`src/rtl/chan_mux_scanner.sv`:
```
// chan_mux_scanner
//   Registered N-channel selector with a valid/ready output slot.
//   Direct mode (mode=0): captures in_data[sel] every cycle the slot is free.
//   Scan mode (mode=1): a start pulse launches an FSM pass over all channels,
//   one accepted word per channel. The pass runs once, or repeats while cont=1.
//
// Parameters
//   NUM_CH  number of input channels (>= 2)
//   WIDTH   bits per channel
//   SEL_W   channel index width, derived from NUM_CH
//
// Ports
//   clk        rising-edge clock
//   rst_n      synchronous active-low reset
//   in_data    packed channels, channel k at [k*WIDTH +: WIDTH]
//   sel        direct-mode channel index
//   mode       0 = direct, 1 = scan (only looked at while idle)
//   start      begins a scan pass (mode=1, idle)
//   cont       rescan after the last channel (read at each pass end)
//   out_data   registered selected word
//   out_ch     channel index of out_data
//   out_err    direct-mode sel was out of range at capture
//   out_valid  output slot holds a word
//   out_ready  consumer accepts when out_valid && out_ready
//   busy       FSM is in SCAN
//   out_par    (CHAN_MUX_SCANNER_PARITY_EN only) XOR of out_data bits
//
// Build option
//   Define CHAN_MUX_SCANNER_PARITY_EN to add the out_par output.

module chan_mux_scanner #(
  parameter int NUM_CH = 4,
  parameter int WIDTH  = 4,
  localparam int SEL_W = $clog2(NUM_CH)
) (
  input  logic                    clk,
  input  logic                    rst_n,
  input  logic [NUM_CH*WIDTH-1:0] in_data,
  input  logic [SEL_W-1:0]        sel,
  input  logic                    mode,
  input  logic                    start,
  input  logic                    cont,
  output logic [WIDTH-1:0]        out_data,
  output logic [SEL_W-1:0]        out_ch,
  output logic                    out_err,
  output logic                    out_valid,
  input  logic                    out_ready,
`ifdef CHAN_MUX_SCANNER_PARITY_EN
  output logic                    out_par,
`endif
  output logic                    busy
);

  typedef enum logic {IDLE = 1'b0, SCAN = 1'b1} state_t;

  localparam logic [SEL_W:0]   CH_CNT  = (SEL_W+1)'(NUM_CH);
  localparam logic [SEL_W-1:0] LAST_CH = SEL_W'(NUM_CH - 1);

  // Channel pick by index compare; an index with no matching channel yields 0,
  // so out-of-range selects never slice past the bus.
  function automatic logic [WIDTH-1:0] pick_ch(input logic [NUM_CH*WIDTH-1:0] bus,
                                               input logic [SEL_W-1:0]        ch);
    logic [WIDTH-1:0] r;
    r = '0;
    for (int k = 0; k < NUM_CH; k++) begin
      if (ch == SEL_W'(k)) r = bus[k*WIDTH +: WIDTH];
    end
    return r;
  endfunction

`ifdef CHAN_MUX_SCANNER_PARITY_EN
  function automatic logic even_par(input logic [WIDTH-1:0] d);
    return ^d;
  endfunction
`endif

  state_t           state, state_d;
  logic [SEL_W-1:0] idx, idx_d;

  logic             cap;
  logic             clr_vld;
  logic [WIDTH-1:0] cap_data;
  logic [SEL_W-1:0] cap_ch;
  logic             cap_err;
  logic             slot_free;

  logic [WIDTH-1:0] data_p1;
  logic [SEL_W-1:0] ch_p1;
  logic             err_p1;
  logic             vld_p1;
`ifdef CHAN_MUX_SCANNER_PARITY_EN
  logic             par_p1;
`endif

  assign slot_free = !vld_p1 || out_ready;

  always_comb begin
    state_d  = state;
    idx_d    = idx;
    cap      = 1'b0;
    clr_vld  = 1'b0;
    cap_data = '0;
    cap_ch   = '0;
    cap_err  = 1'b0;
    case (state)
      IDLE: begin
        if (!mode) begin
          if (slot_free) begin
            cap    = 1'b1;
            cap_ch = sel;
            if ({1'b0, sel} >= CH_CNT) begin
              cap_err = 1'b1;
            end else begin
              cap_data = pick_ch(in_data, sel);
            end
          end
        end else begin
          // Scan mode waiting for start: let any accepted word drain out.
          if (slot_free) clr_vld = 1'b1;
          if (start) begin
            state_d = SCAN;
            idx_d   = '0;
          end
        end
      end
      SCAN: begin
        if (slot_free) begin
          cap      = 1'b1;
          cap_ch   = idx;
          cap_data = pick_ch(in_data, idx);
          if (idx == LAST_CH) begin
            idx_d = '0;
            if (!cont) state_d = IDLE;
          end else begin
            idx_d = idx + SEL_W'(1);
          end
        end
      end
      default: begin
        state_d = IDLE;
        idx_d   = '0;
      end
    endcase
  end

  // ---- stage p1: output slot register ----
  always_ff @(posedge clk) begin
    if (!rst_n) begin
      state   <= IDLE;
      idx     <= '0;
      data_p1 <= '0;
      ch_p1   <= '0;
      err_p1  <= 1'b0;
      vld_p1  <= 1'b0;
`ifdef CHAN_MUX_SCANNER_PARITY_EN
      par_p1  <= 1'b0;
`endif
    end else begin
      state <= state_d;
      idx   <= idx_d;
      if (cap) begin
        data_p1 <= cap_data;
        ch_p1   <= cap_ch;
        err_p1  <= cap_err;
        vld_p1  <= 1'b1;
`ifdef CHAN_MUX_SCANNER_PARITY_EN
        par_p1  <= even_par(cap_data);
`endif
      end else if (clr_vld) begin
        vld_p1 <= 1'b0;
      end
    end
  end

  assign out_data  = data_p1;
  assign out_ch    = ch_p1;
  assign out_err   = err_p1;
  assign out_valid = vld_p1;
  assign busy      = (state == SCAN);
`ifdef CHAN_MUX_SCANNER_PARITY_EN
  assign out_par   = par_p1;
`endif

endmodule

```
`config.mk`:
```
export PLATFORM = sky130hd
export DESIGN_NAME = chan_mux_scanner
export DESIGN_NICKNAME = d
export VERILOG_FILES = /design/src/rtl/chan_mux_scanner.sv
export SDC_FILE = /design/constraint.sdc
export NUM_CORES = 1
export LEC_CHECK = 0
export CAP_MARGIN = 40
export CORE_MARGIN = 2
export CORE_UTILIZATION = 25
export CTS_CLUSTER_SIZE = 10
export DETAILED_ROUTE_END_ITERATION = 16
export GPL_TIMING_DRIVEN = 0
export HOLD_SLACK_MARGIN = 0.08
export SYNTH_ARGS = -nofsm -noshare
export SYNTH_HDL_FRONTEND = slang
export SYNTH_SLANG_ARGS = --single-unit
```
`constraint.sdc`:
```
create_clock -name clk -period 1.6 [get_ports clk]
set_input_delay 0.4 -clock clk [delete_from_list [all_inputs] [get_ports clk]]
set_output_delay 0.4 -clock clk [all_outputs]
set_load 0.1 [all_outputs]
```
# After elaboration in Yosys (flattened, before gate mapping)
# Index checks and enable logic that the tools add are counted.
# word_totals
regBits,10
input_bits,24
output_inout_bits,9
# op_classes
addsub,1
n_eq_ne,9
mux,34
n_bitwise,1
reduce_logical,6
# ops
operator,n
$mux 4,11
$mux 2,7
$mux 1,11
$eq 2x2->1 const B,4
$pmux 2 s2,2
$pmux 4 s2,1
$eq 2x1->1 const B,2
$logic_not 2->1,2
$ne 2x2->1 const B,2
$pmux 1 s2,2
$reduce_and 3->1,1
$add 2x1->2 const B,1
$ne 2x1->1 const B,1
$reduce_bool 2->1,1
$logic_not 1->1,1
$logic_or 1x1->1,1
$not 1->1,1

# Logic depth before layout (Yosys ltp)
# logic_depth
depth_word,8
ltp_mapped,7
ltp_nobuf,6

# Least setup slack after synthesis
# OpenSTA, ideal clock, no wires.
# synth_timing
kind,register to register
startpoint,register state (netlist: busy)
endpoint,register data_p1[0] (netlist: out_data[0])
arrival_ps,1688
setup_slack_ps,-222
path_stages_with_launch,6
path_buffers,1
synth_period_minus_slack_ps,1822
path_cell_list,dfxtp_1 > buf_2 > nor2b_2 > o21a_1 > nand2_1 > o221ai_1
# synth_via
elab_chain_cells,2
# synth_lines
element,line,source
start: declaration,77,"state_t state, state_d;"
start signal: assignment,159,state <= state_d;
$not 1->1,-,
$pmux 4 s2 or $pmux 1 s2 (tied branches),105,case (state)
end signal: assignment,162,data_p1 <= cap_data;
end: declaration,87,logic [WIDTH-1:0] data_p1;
# Parallel ways exist; a longest one is shown, timed or not.
# A chain may end at the register's enable or synchronous reset.

# Final worst setup path
# layout_timing
startpoint,input port out_ready
endpoint,register data_p1[0] (netlist: out_data[0])
# layout_via
elab_chain_cells,4
# layout_lines
element,line,source
start: declaration,47,"input logic out_ready,"
$logic_or 1x1->1 (*),95,assign slot_free = !vld_p1 || out_ready;
$mux 4 or $mux 1 (tied branches),"108, 127",
$mux 4 or $mux 1 (tied branches),107,if (!mode) begin
$pmux 4 s2 or $pmux 1 s2 (tied branches),105,
# Mark *: on every way between the ends. The rest lies on a longest branch, timed or not.

==> key figures <==
Synth
  • Yosys cell types: 32
  • Synth Register Bits: 10
  • Post-synth EDFFs: 0
  • Mapped Nets: 115
  • Top cells by area, synth: dfxtp_1 27%, mux4_2 12%, ha_1 6.8%, a21oi_1 5.4%, o21ai_0 5.4%
  • Seq/Total Area, Yosys: 27.1%
  • YS warnings: 0
  • Post-synthesis cell count: 87
  • Top cell type's share of synthesized area: 27.1%
  • Yosys top cell by area: dfxtp_1
  • Post-Synthesis Cell Area: 739 um2
  • Post-synth top flop: dfxtp_1
  • Avg Synthesized Cell Area: 8.50 um2
  • Post-synth ARST share: 0%

Clocking
  • Clock tree buffer depth: 2
  • Htree depth: 1
  • CTS tree: done
  • Clock latency on the worst-skew pair: 0.28 ns
  • Num CTS Buffers: 3
  • Post-CTS Setup Bufs: 0
  • Clock Sinks: 10
  • # hold bufs at CTS: 0
  • Clock Pin Slew Worst Setup and Hold Paths: 0.07 ns
  • CTS root buffer: clkbuf_4

Finish
  • Final #Nets: 150
  • Final std cells w/o fill: 152
  • FF/Latch Area: 204 um2
  • Layout cells sized above 1: 24.0%
  • Area Overhead vs Synth: 64.3%
  • Post-Route Utilization: 43.7%
  • Antenna Cells: 0
  • Filler Cell Count: 275
  • Area of the multi-input gates: 500 um2

Power
  • PD cells: 786 nW/um2
  • Peak supply drop: 0.572 mV
  • LEAKAGE: 0.454 nW

Floorplanning
  • Starting Density: 26.6%
  • Die height: 58.4 um
  • Die area: 3410 um2
  • Num rows: 19
  • Die X: 58.4 um
  • Ports: 33
  • Core Region: 2780 um2

STA
  • Slew Limit Fails: 0
  • Minimum clock period: 1.47 ns
  • Max Clock Freq: 681 MHz
  • Final WS setup: 0.132 ns
  • Final setup violation count: 0
  • Unrepaired setup endpoints after global routing: false
  • Final Hold Fails: 0
  • Worst Skew: 0.00822 ns
  • Final Cycle Share: 91.8%
  • Setup TNS: 0 ns

Flow run
  • Max-cap violations: 0

Global route
  • Global-route wire length before repair: 3480 um
  • Number of global-route vias before repair: 797
  • Largest net degree at the start of global routing: 11
  • Antenna violations before repair: 0
  • Global Route Usage Sum: 13.2%
  • Met1 GRT Util: 15.9%
  • Most Used Layer, Global Route: met2
  • Met2 Usage GRT: 22.3%
  • Grt met3 use: 2.20%
  • Gr ovfl total: 0

Setup path
  • CP Buf/Inv Count: 2
  • Worst path max stage delay: 0.47 ns
  • CP delay by family, top: buffers and inverters
  • CP max stage cell: clkdlybuf4s50_1
  • Startpoint class of the critical path: primary input
  • Worst r2r src: idx[1]
  • CP Cell Sequence: clkdlybuf4s50_1, nand2b_1, buf_4, and3_1, o21ai_0, o221ai_1
  • Worst EP required: 1.79 ns
  • WS Path Type: primary input to register
  • CP endpoint kind: register
  • Worst path arrival time: 1.66 ns
  • Critical path peak fanout: 10
  • CP startpoint: out_ready

Placed design
  • Number of port buffers: 30
  • RePlAce Congestion: 0.767
  • Hpwl dp: 1710 um
  • Placement Setup Slack: -0.143 ns
  • Placed cells: 156

Routing
  • Via count: 794
  • First drt pass iteration count: 6
  • Final ANT Viol Nets: 0
  • Total wire length: 2050 um
  • DR WL/cell: 13.5 um
  • Vias/cell: 5.22
  • Iter 0 DRT Violations: 22
  • Drc violations: 0

Run status
  • Status: finished, final reports clean

Worst hold path
  • Worst Min Path Start: idx[0]
  • Hold Crit Class: register to register
==> report_power, final <==
part | switching [W] | internal (W)
combinational | 0.000237 | 0.000186
sequential | 0.0000230 | 0.000272
clock | 0.0000982 | 0.000139
==> path summary, 6_finish.rpt <==
path                               endpoint  slack [ns]  cells after the start
worst max-delay path            out_data[0]        0.13                      6
worst min-delay path                 idx[0]        0.51                      2
worst max register to register         busy        0.14                      5
worst min register to register       idx[0]        0.51                      2
==> cell families (layout without fill, tap and decap cells) <==
| family | Yosys count | in the layout | share of synthesized area (%) |
|---|---|---|---|
| compound gates | 29 | 29 | 25.2 |
| simple gates | 29 | 29 | 20.8 |
| flops | 10 | 10 | 27.1 |
| buf+inv | 10 | 44 | 7.44 |
| fa+ha+maj | 4 | 4 | 6.77 |
| mux | 4 | 4 | 12.2 |
| other cells | 1 | 1 | 0.507 |
==> what timing repair did <==
action / in CTS / in global routing
gates cloned: 0 / 0
resized for setup: 9 / 4
endpoints found under the setup margin: 11 / 3
==> per-stage QoR <==
stage	power, W	area, um2	hold slack [ns]
final	0.000955	1210	0.506
after global routing	0.00101	1210	0.542
after CTS	0.000957	1200	0.523
after detailed placement	0.000727	1200	0.454
after global placement	0.000664	1080	0.462
after floorplan	0.000544	742	0.490
==> cells in the final DEF, fill, tap and decap left out, types with 2 or more instances in the layout <==
cell type	count
clkdlybuf4s50_1	22
a21oi_1	8
nor2_1	2
a21boi_0	2
nor2b_1	3
ha_1	2
dfxtp_2	3
nand3b_1	2
o211ai_1	3
o21ai_0	8
buf_12	8
nand4_1	4
dfxtp_1	7
clkbuf_4	3
inv_1	4
mux4_2	4
nand2_1	10
ha_2	2
nand3_1	2
buf_2	2
buf_4	2
a22oi_1	2
==> Yosys cell counts (all sizes together) (2+ instances only) <==
library cell  instances
a21boi                2
a21oi                 8
a22oi                 2
buf                   5
dfxtp                10
ha                    4
inv                   4
mux4                  4
nand2                10
nand3                 2
nand3b                2
nand4                 4
nor2                  2
nor2b                 4
o211ai                3
o21ai                 8
==> metal layers <==
layer | share of wire [%] | up-vias
li1 | - | 393
met1 | 43 | 380
met2 | 52 | 18
met3 | 3.9 | 3
met4 | 1.0 | 0
met5 | 0 | -
==> registers in the layout, indices dropped and copies added (netlist names) <==
name,flops
out_ch,2
out_data,4
idx,2
busy,1
out_valid,1
==> layout make-up <==
type | count | area share, %
Buffer | 6 | 3.30
Clock buffer | 4 | 2.99
Inverter | 4 | 1.24
Multi-Input combinational cell | 67 | 41.2
Sequential cell | 10 | 16.8
Tap cell | 31 | 3.19
Timing Repair Buffer | 30 | 31.3
==> worst min-delay path, delay by kind of cell, from the launching register on <==
kind	cells	cell delay, ns
AOI/OAI and AO/OA	1	0.07
DFF	1	0.35
and+or+nand+nor	1	0.05
Power figures use the tool's default switching activity.
